`config.mk`:
```
export PLATFORM = sky130hd
export DESIGN_NAME = ccff_chain_loader_flat
export DESIGN_NICKNAME = d
export VERILOG_FILES = /design/src/rtl/ccff_chain_loader_pkg.sv /design/src/rtl/ccff_chain_loader_if.sv /design/src/rtl/ccff_chain_loader_byte_serializer.sv /design/src/rtl/ccff_chain_loader.sv /design/src/flat_wrapper.sv
export SDC_FILE = /design/constraint.sdc
export NUM_CORES = 1
export LEC_CHECK = 0
export ABC_AREA = 1
export ABC_CLOCK_PERIOD_IN_PS = 2200
export BUFFER_PORTS_ARGS = -buffer_cell sky130_fd_sc_hd__buf_2
export CAP_MARGIN = 10
export CORE_ASPECT_RATIO = 1.25
export CORE_MARGIN = 4
export CORE_UTILIZATION = 24
export CTS_CLUSTER_SIZE = 20
export DETAILED_ROUTE_END_ITERATION = 7
export SYNTH_ARGS = -nofsm -noshare
export SYNTH_HDL_FRONTEND = slang
export SYNTH_HIERARCHICAL = 1
export SYNTH_SLANG_ARGS = --single-unit
```
`constraint.sdc`:
```
create_clock -name prog_clk -period 2.2 [get_ports prog_clk]
set_clock_uncertainty 0.15 [all_clocks]
set_input_delay 0.11 -clock prog_clk [delete_from_list [all_inputs] [get_ports prog_clk]]
set_output_delay 0.11 -clock prog_clk [all_outputs]
set_load 0.01 [all_outputs]
```
`src/rtl/ccff_chain_loader_pkg.sv`:
```
// Shared definitions for the ccff configuration-chain loader: FSM states and fabric chain sizing.
package ccff_pkg;

    typedef enum logic [2:0] {
        S_IDLE,
        S_LOAD,
        S_FLUSH,
        S_MARK,
        S_PROBE,
        S_FINISH
    } state_t;

    localparam int unsigned FABRIC_CHAIN_LEN = 36;
    localparam int unsigned DEFAULT_MAX_LEN  = 64;

endpackage

```
`src/rtl/ccff_chain_loader_if.sv`:
```
// Byte-stream valid/ready channel carrying the configuration bitstream into the loader.
interface ccff_chain_loader_if;
    logic       in_valid;
    logic [7:0] in_data;
    logic       in_ready;

    modport master (output in_valid, in_data, input in_ready);
    modport slave  (input in_valid, in_data, output in_ready);
endinterface

```
`src/rtl/ccff_chain_loader_byte_serializer.sv`:
```
// 8-bit MSB-first shift register with a remaining-bit count; load takes priority over shift.
module ccff_byte_serializer (
    input  logic       clk,
    input  logic       rst_n,
    input  logic       clear,
    input  logic       load,
    input  logic [7:0] load_data,
    input  logic       shift,
    output logic       msb,
    output logic       empty,
    output logic [3:0] left
);

    logic [7:0] sr;

    // A load in the same cycle as the last bit's shift replaces the spent bit.
    always_ff @(posedge clk) begin
        if (!rst_n || clear) begin
            sr   <= '0;
            left <= '0;
        end else if (load) begin
            sr   <= load_data;
            left <= 4'd8;
        end else if (shift && left != 4'd0) begin
            sr   <= {sr[6:0], 1'b0};
            left <= left - 4'd1;
        end
    end

    assign msb   = sr[7];
    assign empty = (left == 4'd0);

endmodule

```
`src/rtl/ccff_chain_loader.sv`:
```
// Serialises a byte stream onto the ccff configuration chain and probes the chain length via ccff_tail.
module ccff_chain_loader
    import ccff_pkg::*;
#(
    parameter int unsigned CHAIN_LEN = FABRIC_CHAIN_LEN,
    parameter int unsigned MAX_LEN   = DEFAULT_MAX_LEN,
    parameter int unsigned CNT_W     = $clog2(MAX_LEN + 1) + 1
) (
    input  logic                 prog_clk,
    input  logic                 prog_reset_n,
    input  logic                 start_load,
    input  logic                 start_probe,
    ccff_chain_loader_if.slave   in_bus,
    output logic                 ccff_head,
    output logic                 chain_clk_en,
    input  logic                 ccff_tail,
    output logic                 busy,
    output logic                 done,
    output logic [CNT_W-1:0]     probe_len,
    output logic                 probe_ok,
    output logic                 probe_timeout
);

    localparam logic [CNT_W-1:0] CHAIN_LEN_C = CNT_W'(CHAIN_LEN);
    localparam logic [CNT_W-1:0] MAX_LEN_C   = CNT_W'(MAX_LEN);

    state_t           state, next_state;
    logic [CNT_W-1:0] cnt;
    logic             in_ready;
    logic             ser_load, ser_shift, ser_msb, ser_empty;
    logic [3:0]       ser_left;

    ccff_byte_serializer u_ser (
        .clk       (prog_clk),
        .rst_n     (prog_reset_n),
        .clear     (state != S_LOAD),
        .load      (ser_load),
        .load_data (in_bus.in_data),
        .shift     (ser_shift),
        .msb       (ser_msb),
        .empty     (ser_empty),
        .left      (ser_left)
    );

    assign in_bus.in_ready = in_ready;
    assign busy            = (state != S_IDLE);
    assign done            = (state == S_FINISH);

    always_ff @(posedge prog_clk) begin
        if (!prog_reset_n) state <= S_IDLE;
        else               state <= next_state;
    end

    always_comb begin
        next_state   = state;
        in_ready     = 1'b0;
        ccff_head    = 1'b0;
        chain_clk_en = 1'b0;
        ser_load     = 1'b0;
        ser_shift    = 1'b0;
        case (state)
            S_IDLE: begin
                if (start_load)       next_state = S_LOAD;
                else if (start_probe) next_state = S_FLUSH;
            end
            S_LOAD: begin
                // cnt counts bits already sent; a byte is taken only if more bits are still owed.
                ser_shift    = !ser_empty;
                ccff_head    = ser_shift & ser_msb;
                chain_clk_en = ser_shift;
                in_ready     = (ser_empty || (ser_left == 4'd1 && ser_shift)) &&
                               ((cnt + CNT_W'(ser_left)) < CHAIN_LEN_C);
                ser_load     = in_bus.in_valid && in_ready;
                if (ser_shift && cnt == CHAIN_LEN_C - 1'b1) next_state = S_FINISH;
            end
            S_FLUSH: begin
                chain_clk_en = 1'b1;
                if (cnt == MAX_LEN_C - 1'b1) next_state = S_MARK;
            end
            S_MARK: begin
                ccff_head    = 1'b1;
                chain_clk_en = 1'b1;
                next_state   = S_PROBE;
            end
            S_PROBE: begin
                if (ccff_tail || cnt == MAX_LEN_C) next_state = S_FINISH;
                else                               chain_clk_en = 1'b1;
            end
            S_FINISH: next_state = S_IDLE;
            default:  next_state = S_IDLE;
        endcase
    end

    always_ff @(posedge prog_clk) begin
        if (!prog_reset_n) begin
            cnt           <= '0;
            probe_len     <= '0;
            probe_ok      <= 1'b0;
            probe_timeout <= 1'b0;
        end else begin
            case (state)
                S_IDLE: begin
                    cnt <= '0;
                    if (start_probe && !start_load) begin
                        probe_len     <= '0;
                        probe_ok      <= 1'b0;
                        probe_timeout <= 1'b0;
                    end
                end
                S_LOAD:  if (chain_clk_en) cnt <= cnt + 1'b1;
                S_FLUSH: cnt <= cnt + 1'b1;
                S_MARK:  cnt <= CNT_W'(1);
                S_PROBE: begin
                    if (ccff_tail) begin
                        probe_len <= cnt;
                        probe_ok  <= (cnt == CHAIN_LEN_C);
                    end else if (cnt == MAX_LEN_C) begin
                        probe_len     <= MAX_LEN_C;
                        probe_ok      <= (MAX_LEN_C == CHAIN_LEN_C);
                        probe_timeout <= 1'b1;
                    end else begin
                        cnt <= cnt + 1'b1;
                    end
                end
                default: ;
            endcase
        end
    end

endmodule

```
`src/flat_wrapper.sv`:
```
// flat-port wrapper written by rule: the top's interface ports become plain ports
module ccff_chain_loader_flat import ccff_pkg::*;
#(
    parameter int unsigned CHAIN_LEN = FABRIC_CHAIN_LEN,
    parameter int unsigned MAX_LEN   = DEFAULT_MAX_LEN,
    parameter int unsigned CNT_W     = $clog2(MAX_LEN + 1) + 1
)
  (prog_clk, prog_reset_n, start_load, start_probe, ccff_head, chain_clk_en, ccff_tail, busy, done, probe_len, probe_ok, probe_timeout, in_bus_in_valid, in_bus_in_data, in_bus_in_ready);
  ccff_chain_loader_if in_bus_i ();
  input  logic prog_clk;
  input  logic prog_reset_n;
  input  logic start_load;
  input  logic start_probe;
  output logic ccff_head;
  output logic chain_clk_en;
  input  logic ccff_tail;
  output logic busy;
  output logic done;
  output logic [CNT_W-1:0] probe_len;
  output logic probe_ok;
  output logic probe_timeout;
  input wire logic [$bits(in_bus_i.in_valid)-1:0] in_bus_in_valid;
  input wire logic [$bits(in_bus_i.in_data)-1:0] in_bus_in_data;
  output wire logic [$bits(in_bus_i.in_ready)-1:0] in_bus_in_ready;
  assign in_bus_i.in_valid = in_bus_in_valid;
  assign in_bus_i.in_data = in_bus_in_data;
  assign in_bus_in_ready = in_bus_i.in_ready;
  ccff_chain_loader #(.CHAIN_LEN(CHAIN_LEN), .MAX_LEN(MAX_LEN), .CNT_W(CNT_W)) u_core (.prog_clk(prog_clk), .prog_reset_n(prog_reset_n), .start_load(start_load), .start_probe(start_probe), .in_bus(in_bus_i), .ccff_head(ccff_head), .chain_clk_en(chain_clk_en), .ccff_tail(ccff_tail), .busy(busy), .done(done), .probe_len(probe_len), .probe_ok(probe_ok), .probe_timeout(probe_timeout));
endmodule
```
## Word level (Yosys, flattened, before mapping)

Cells that the tools add are included.

- Register bits after elaboration: 33
- Bits in latches: 0
- Memory bits (writable): 0
- Bits in read-only memories: 0
- Input port bits: 14
- Output and inout port bits: 15
- Word-level logic and storage cells: 90
- Memories: 0

- Add/sub/neg operators: 3
- Multiply operators: 0
- Div/mod/pow operators: 0
- Order comparisons: 1
- Eq/ne operators: 21
- Shift-type cells: 0
- Mux-type cells: 31
- Bitwise gates (word level): 1
- Reduce and logical (&&, ||, !) cells: 25

Operator list:

| operator | count |
|---|---|
| two-way mux 8 bit | 8 |
| one-hot mux 8 bit (5 select lines) | 1 |
| == test 8 x 6 -> 1 bit (second input constant) | 3 |
| one-hot mux 8 bit (2 select lines) | 1 |
| two-way mux 3 bit | 5 |
| one-hot mux 3 bit (5 select lines) | 1 |
| AND reduction 4 bit | 3 |
| inequality test 2 x 1 -> 1 bit (second input constant) | 5 |
| two-way mux 1 bit | 9 |
| adder 8 x 1 -> 8 bit (second input constant) | 1 |
| adder 8 x 4 -> 8 bit | 1 |
| == test 8 x 7 -> 1 bit (second input constant) | 1 |
| less-than comparator 8 x 6 -> 1 bit (second input constant) | 1 |
| two-way mux 4 bit | 2 |
| == test 3 x 2 -> 1 bit (second input constant) | 2 |
| == test 3 bit (second input constant) | 2 |
| logical AND 1 bit | 6 |
| inequality test 2 bit (second input constant) | 3 |
| one-hot mux 1 bit (2 select lines) | 3 |
| nonzero test 5 bit | 1 |
| == test 4 x 1 -> 1 bit (second input constant) | 1 |
| logical NOT 4 bit | 1 |
| nonzero test 2 bit | 2 |
| nonzero test 4 bit | 1 |
| 13 further kinds | 18 |

## Longest topological paths before layout

Gate-level depths: netlist of the first run.

- Word-level depth: 8
- Mapped depth: 17
- Mapped depth without buffers: 16

## By module

The synthesis of the first run kept the hierarchy.

Modules (own cells, without submodules):

| module | times used | cells each | area an instance (um^2) | sequential area each (um^2) |
|---|---|---|---|---|
| ccff_chain_loader | 1 | 251 | 1511.4 | 420.4 |
| ccff_byte_serializer | 1 | 95 | 623.1 | 240.2 |

## Least setup slack after synthesis of the first run

Ideal clock, no wire load.

- Kind: reg2reg
- Start: register u_core.cnt[3]
- End: register u_core.u_ser.left[3]
- Setup time: 0.109 ns
- Arrival time: 2.133 ns
- Data required time: 1.941 ns
- Path slack: -0.191 ns
- Cell stages (with the launch flop): 17
- Path buffers: 1
- Clock period less this slack: 2.391 ns
- Cells stage by stage: dfxtp_1 -> ha_1 -> a21oi_1 -> inv_1 -> nand2_1 -> nand2_2 -> nand2_1 -> nand2_1 -> nor2_1 -> nand3_1 -> nor2_1 -> inv_1 -> buf_2 -> nand3_1 -> nand3_1 -> nand2_1 -> inv_1

- Word-level cells in the longest chain between the ends: 6
- Elaborated cells between the ends (all ways): 7
- Those cells by class: 1 x add/sub; 1 x order compare; 2 x mux; 3 x reduce/logical

RTL lines:

| what | line | source |
|---|---|---|
| start: declaration | ccff_chain_loader.sv:28 | `logic [CNT_W-1:0] cnt;` |
| start signal: assignment | ccff_chain_loader.sv:110 | `S_LOAD: if (chain_clk_en) cnt <= cnt + 1'b1;` |
| start signal: assignment | ccff_chain_loader.sv:111 | `S_FLUSH: cnt <= cnt + 1'b1;` |
| start signal: assignment | ccff_chain_loader.sv:122 | `cnt <= cnt + 1'b1;` |
| adder 8 x 4 -> 8 bit (*) | ccff_chain_loader.sv:72 | `((cnt + CNT_W'(ser_left)) < CHAIN_LEN_C);` |
| less-than comparator 8 x 6 -> 1 bit (*) | ccff_chain_loader.sv:72 |  |
| logical AND 1 bit (*) | ccff_chain_loader.sv:71 | `in_ready = (ser_empty \|\| (ser_left == 4'd1 && ser_shift)) &&` |
| logical AND 1 bit (*) | ccff_chain_loader.sv:73 | `ser_load = in_bus.in_valid && in_ready;` |
| two-way mux 1 bit (*) | ccff_chain_loader.sv:61 | `case (state)` |
| net u_core.ser_load | ccff_chain_loader.sv:30 | `logic ser_load, ser_shift, ser_msb, ser_empty;` |
| two-way mux 4 bit or nonzero test 2 bit (tied branches) | - |  |
| end signal: assignment | ccff_chain_loader_byte_serializer.sv:26 | `left <= left - 4'd1;` |
| end: declaration | ccff_chain_loader_byte_serializer.sv:11 | `output logic [3:0] left` |

Mark *: on every way through the listed nets, which the timed path passes. The rest lies on a longest branch.
A chain may end at the register's enable or synchronous reset.

## Final worst setup path of the first run

- Start: register u_core.u_ser.left[1]
- End: register u_core.u_ser.sr[4]

- Word-level cells in the longest chain between the ends: 8
- Elaborated cells between the ends (all ways): 15
- Those cells by class: 1 x add/sub; 1 x order compare; 1 x eq/ne; 3 x mux; 9 x reduce/logical

RTL lines:

| what | line | source |
|---|---|---|
| parallel branches: the longest is 4 deep, another holds adder 8 x 4 -> 8 bit | - |  |
| logical AND 1 bit (*) | ccff_chain_loader.sv:71 |  |
| logical AND 1 bit (*) | ccff_chain_loader.sv:73 |  |
| two-way mux 1 bit (*) | ccff_chain_loader.sv:61 |  |
| net u_core.ser_load | ccff_chain_loader.sv:30 |  |
| two-way mux 8 bit or nonzero test 2 bit (tied branches) | - |  |
| end signal: assignment | ccff_chain_loader_byte_serializer.sv:22 | `sr <= load_data;` |
| end signal: assignment | ccff_chain_loader_byte_serializer.sv:25 | `sr <= {sr[6:0], 1'b0};` |
| end: declaration | ccff_chain_loader_byte_serializer.sv:14 | `logic [7:0] sr;` |

Mark *: on every way through the listed nets, which the timed path passes.

==> results.py, run 1 <==
metrics = {
    "placed_design": {
        "dp_hpwl_um": 4370,
        "gp_congestion": 0.889,
        "placed_area_um2": 2570,
        "io_buffers": 28,
        "place_inst": 507,
    },
    "pwr": {
        "power_mw": 2.55,
        "vdd_drop_max_mv": 0.260,
        "power.density_nw_per_um2": 886,
        "leakagePower_nw": 1.29,
    },
    "logic_synthesis": {
        "ys_ff_latch": 33,
        "synth-edff-count": 0,
        "syn_area_um2": 2130,
        "ys.flop_type": "dfxtp_1",
        "postSynth.asyncResetShare": 0,
        "syn_area_per_cell_um2": 6.17,
        "yosys.area.top_type": "dfxtp_1",
        "seq_area_frac_synth": 0.309,
        "synth_nets": 366,
        "yosysWarningCount": 6,
        "synth_top_area_frac": 0.309,
        "synth_cells": 346,
        "ys_types": 31,
        "synth_area_leaders": "dfxtp_1 31%, nand2_1 18%, inv_1 9.5%, nand3_1 7.5%, a21oi_1 6.6%",
    },
    "cts": {
        "root_buffer": "clkbuf_8",
        "cts_buffer_depth": 2,
        "htree_levels": 2,
        "path_clk_slew_ps": 70,
        "clock_latency_ps": 290,
        "clock_sinks": 33,
        "cts_tree": "yes",
        "cts_made_buffers": 5,
    },
    "timing": {
        "final.hold.worst_slack_ps": 39.2,
        "tightest_slew_ps": 530,
        "rsz0062_at_grt": "true",
        "period_minus_slack_ps": 2220,
        "max_freq_mhz": 450,
        "fin_crit_sh": 1.01,
        "slew_headroom": 0.646,
        "setup_viol": 3,
        "finalHoldViolCount": 0,
        "setup_ws_ps": -20.0,
        "slew_violations": 0,
    },
    "setup_path": {
        "cp_max_fo": 8,
        "r2r_cells": 16,
        "reg2reg_to": "u_core/u_ser/sr[4]",
        "cp.arrival_ps": 2290,
        "rr_startpoint": "u_core/u_ser/left[1]",
        "crit_end": "u_core/u_ser/sr[4]",
        "end_kind": "register",
        "crit_type": "register to register",
        "required_ps": 2270,
        "startpoint_type": "register",
        "rrSetupSlack_ps": -20,
        "cp-startpoint": "u_core/u_ser/left[1]",
    },
    "min_path": {
        "min_path_type": "input pin to register",
    },
    "run": {
        "cap_violations": 0,
    },
    "layout": {
        "drive_gt1_frac": 0.277,
        "diodes": 0,
        "syn_to_final_growth_pct": 35.0,
        "fin_util": 0.331,
        "fin_area_um2": 2880,
        "nets": 423,
        "final_cells": 524,
    },
    "routing": {
        "post-route-drc-count": 0,
        "wire_per_inst_um": 10.9,
        "drt_iter0_markers": 131,
        "routed-via-count": 2253,
        "firstDrtPassIters": 5,
        "drt-vias-per-instance": 4.30,
        "drt_wl_total_um": 5730,
        "antenna_left": 0,
    },
    "global_routing": {
        "grt_pass1_vias": 2069,
        "grt_pass1_wl_um": 9540,
        "track_usage": 0.112,
        "antenna_found_initial": 0,
        "grt_max_degree": 16,
        "gr-total-overflow": 0,
    },
    "die": {
        "die_x_um": 92.4,
        "rows": 38,
        "die_area_um2": 10500,
        "start_util": 0.245,
        "coreArea_um2": 8700,
        "die_y_um": 113,
        "top_level_ports": 29,
    },
    "status": {
        "status": "finished with violations",
        "violations": "setup timing",
    },
}
==> timing repair <==
item	CTS	global route
hold buffers	5	0
gates resized for setup	8	22
pin swaps	5	13
setup endpoints to repair	9	16
gates cloned	0	1
setup buffers	0	3
hold endpoints to repair	6	0
==> power breakdown <==
part,internal (mW),switching (mW),total (mW)
registers,0.666,0.0737,0.739
logic,0.469,0.749,1.22
clock network,0.369,0.227,0.596
==> cells in the mapped netlist (2+ instances only) <==
master / count
a211oi_1: 2
a21oi_1: 28
buf_2: 3
dfxtp_1: 33
ha_1: 6
inv_1: 54
inv_2: 2
nand2_1: 104
nand2_2: 6
nand2_4: 2
nand3_1: 32
nand3_2: 4
nor2_1: 33
nor2_2: 6
nor3_1: 2
o21ai_0: 13
xor2_1: 2
==> logic make-up (layout without fill, tap and decap cells) <==
group,after synthesis,in the layout,share of synthesized area
AO/OA/AOI/OAI,47,47,0.117
XOR/XNOR,2,2,0.00821
adder cells (fa/ha/maj),6,6,0.0352
buffers and inverters,63,121,0.119
flip-flops,33,33,0.309
AND/OR/NAND/NOR,195,195,0.411
==> registers in the layout, summed over array words and instances (netlist names) <==
| signal | flops |
|---|---|
| u_core/probe_ok | 1 |
| u_core/cnt | 8 |
| u_core/state | 3 |
| u_core/u_ser/sr | 8 |
| u_core/probe_len | 8 |
| u_core/probe_timeout | 1 |
| u_core/u_ser/left | 4 |
==> area by class of cell <==
type                       instances  area (um2)
clock inverter                     1        30.0
sequential                        33         669
fill                             947        5820
inverter                          57         216
tap                              120         150
multi-input combinational        250        1340
timing repair buffer              56         393
clock buffer                       7        86.3
==> through the flow <==
stage	TNS (ps)	setup slack, ps
after floorplan	0	21.4
after global placement	-146	-28.7
after detailed placement	-472	-80.3
after CTS	0	0.921
after global routing	-1510	-155
final	-35.6	-20.0
==> placed cells by master (no fill, tap or decap), types with 5 or more instances in the layout <==
cell type / count
nor2_1: 31
nand3_2: 7
inv_1: 52
clkbuf_8: 6
buf_4: 21
buf_2: 28
a21oi_1: 25
nand2_2: 13
nand3_1: 29
nor2_2: 7
dlygate4sd3_1: 5
o21ai_0: 11
nand2_1: 96
dfxtp_1: 28
==> worst max-delay path: stages, from the launching register on <==
cell and delay, ps:
dfxtp_2 340, ha_4 240, buf_4 130, nand2_2 60, inv_1 40, nand2_1 60, nand3_2 70, nand2_2 70
nand2_2 50, o21ai_2 130, nand3_2 120, nor2_4 210, buf_12 150, nand2_1 50, o21ai_1 70, nand2_1 90
a21oi_2 130
==> worst min path at each step <==
stage,startpoint,to,slack (ps),cells after the start
floorplan,prog_reset_n,u_core/cnt[3],70,2
global placement,in_bus_in_data[0],u_core/u_ser/sr[0],220,3
detailed placement,in_bus_in_data[0],u_core/u_ser/sr[0],220,3
CTS,in_bus_in_data[7],u_core/u_ser/sr[7],30,5
global route,in_bus_in_data[7],u_core/u_ser/sr[7],40,5
finish,in_bus_in_data[1],u_core/u_ser/sr[1],40,5
==> layer usage <==
layer / vias up / GRT usage / part of all wire
met3: 6 / 0.0350 / 0.040
met1: 1001 / 0.137 / 0.46
met5: - / 0 / 0
met4: 0 / 0.0347 / 0.013
li1: 1201 / - / -
met2: 45 / 0.189 / 0.49
Note: power is estimated with default switching activity, not from simulation.
==> inputs of run 2 (changes only) <==
- TNS_END_PERCENT: unset -> 1
==> results.py, run 2 (synthesis results as in run 1) <==
metrics = {
    "layout": {
        "diodes": 0,
        "final_cell_mix": "99 x nand2_1, 53 x inv_1, 31 x nor2_1",
        "syn_to_final_growth_pct": 34.2,
        "nFillCells": 953,
        "nets": 422,
        "fin_area_um2": 2860,
        "mostFrequentLayoutCell": "nand2_1",
        "largestRegisters": "u_core/cnt: 8 flops, u_core/probe_len: 8 flops, u_core/u_ser/sr: 8 flops",
        "drive_gt1_frac": 0.266,
        "multi_input_area_um2": 1330,
        "seqCellArea_um2": 667,
    },
    "global_routing": {
        "grt_pass1_vias": 2069,
        "gr-total-overflow": 0,
        "track_usage": 0.112,
        "antenna_found_initial": 0,
        "grt_max_degree": 16,
        "grt_pass1_wl_um": 9540,
    },
    "timing": {
        "slew_headroom": 0.658,
        "tightest_slew_ps": 511,
        "final.hold.worst_slack_ps": 40.6,
        "rsz0062_at_grt": "true",
        "setup_viol": 1,
        "slew_violations": 0,
        "period_minus_slack_ps": 2210,
        "finalHoldViolCount": 0,
        "setup_ws_ps": -6.53,
        "fin_crit_sh": 1.00,
        "max_freq_mhz": 453,
    },
    "setup_path": {
        "end_kind": "register",
        "required_ps": 2270,
        "crit_type": "register to register",
        "cp_max_fo": 8,
        "crit_top_cell": "nand2_1",
        "startpoint_type": "register",
        "max_stage_delay_ps": 340,
        "cp.arrival_ps": 2280,
        "cp_cell_sequence": "ha_4 -> buf_4 -> nand2_1 -> inv_1 -> nand2_1 -> nand3_2 -> nand2_2 -> nand2_2 -> o21ai_2 -> nand3_2 -> nor2_4 -> buf_12 -> nand2_1 -> o21ai_1 -> nand2_1 -> a21oi_2",
        "cp_slowest_cell": "dfxtp_2",
    },
    "die": {
        "start_util": 0.245,
        "die_area_um2": 10500,
        "die_x_um": 92.4,
        "die_y_um": 113,
        "top_level_ports": 29,
        "coreArea_um2": 8700,
        "rows": 38,
    },
    "placed_design": {
        "dp_hpwl_um": 4370,
        "gp_congestion": 0.889,
        "io_buffers": 28,
        "placed_area_um2": 2570,
        "dp_slack_ps": -80.3,
    },
    "routing": {
        "routed.top_layer": "met4",
        "drt_iter0_markers": 120,
        "drt_wl_total_um": 5710,
        "drt-vias-per-instance": 4.31,
        "antenna_left": 0,
        "wl_met1_um": 2570,
        "firstDrtPassIters": 6,
        "wire_per_inst_um": 10.9,
        "routed-via-count": 2255,
        "post-route-drc-count": 0,
        "wl_met3_um": 262,
        "dr_wl_met2_um": 2780,
    },
    "run": {
        "cap_violations": 0,
    },
    "status": {
        "status": "finished with violations",
        "violations": "setup timing",
    },
    "cts": {
        "cts_made_buffers": 5,
        "clock_latency_ps": 290,
        "cts_tree": "yes",
        "path_clk_slew_ps": 70,
        "root_buffer": "clkbuf_8",
        "clock_sinks": 33,
        "cts_buffer_depth": 2,
        "htree_levels": 2,
    },
    "pwr": {
        "power.density_nw_per_um2": 884,
        "leakagePower_nw": 1.29,
        "vdd_drop_max_mv": 0.257,
    },
    "min_path": {
        "min_path_type": "input pin to register",
    },
}
[run 2: changes by cell type in the layout (fill, tap and decap cells not counted), sizes merged]
| cell | before | now |
|---|---|---|
| buf | 50 | 49 |
[run 2: path summary, 6_finish.rpt]
path	endpoint	from	slack, ps	depth (start not counted)
worst min-delay path	u_core/u_ser/sr[1]	in_bus_in_data[1]	40	5
worst max-delay path	u_core/u_ser/sr[4]	u_core/u_ser/left[1]	-7	16
worst min register to register	u_core/probe_timeout	u_core/probe_timeout	300	2
worst max register to register	u_core/u_ser/sr[4]	u_core/u_ser/left[1]	-7	16
[run 2: what timing repair did]
action | CTS | global route
resized for setup | 8 | 17
hold buffers | 5 | 0
cloned | 0 | 1
hold endpoints to repair | 6 | 0
pin swaps | 5 | 13
endpoints found under the setup margin | 9 | 16
setup buffers | 0 | 2
[run 2: final cells by class]
cell class,instances,share of cell area
Sequential cell,33,0.233
Multi-Input combinational cell,250,0.464
Clock buffer,7,0.0301
Inverter,57,0.0756
Tap cell,120,0.0524
Clock inverter,1,0.0105
Timing Repair Buffer,55,0.135
[run 2: per-stage QoR]
step	total power [mW]	utilization	TNS, ps	instances
floorplan	1.51	-	0	346
global route	2.73	0.329	-1550	523
detailed placement	1.86	0.295	-472	507
global placement	1.85	0.295	-146	507
CTS	2.51	0.319	0	520
finish	2.53	0.329	-6.53	523
[run 2: report_power, final]
group	internal (mW)	total [mW]	leakage [nW]	switching (mW)
Sequential	0.667	0.740	0.269	0.0738
Combinational	0.457	1.20	0.958	0.742
Clock	0.369	0.593	0.0585	0.224
[run 2: per-layer routing]
metal | global-route usage | vias up
met5 | 0 | -
met4 | 0.0347 | 0
met3 | 0.0350 | 8
met2 | 0.189 | 52
met1 | 0.137 | 1000
li1 | - | 1195
[run 2: critical path, delay by kind of cell, from the launching register on]
family	cells	cell delay, ps
AO/OA/AOI/OAI	3	330
adder cells (fa/ha/maj)	1	240
buffers and inverters	3	310
flip-flops	1	340
AND/OR/NAND/NOR	9	760
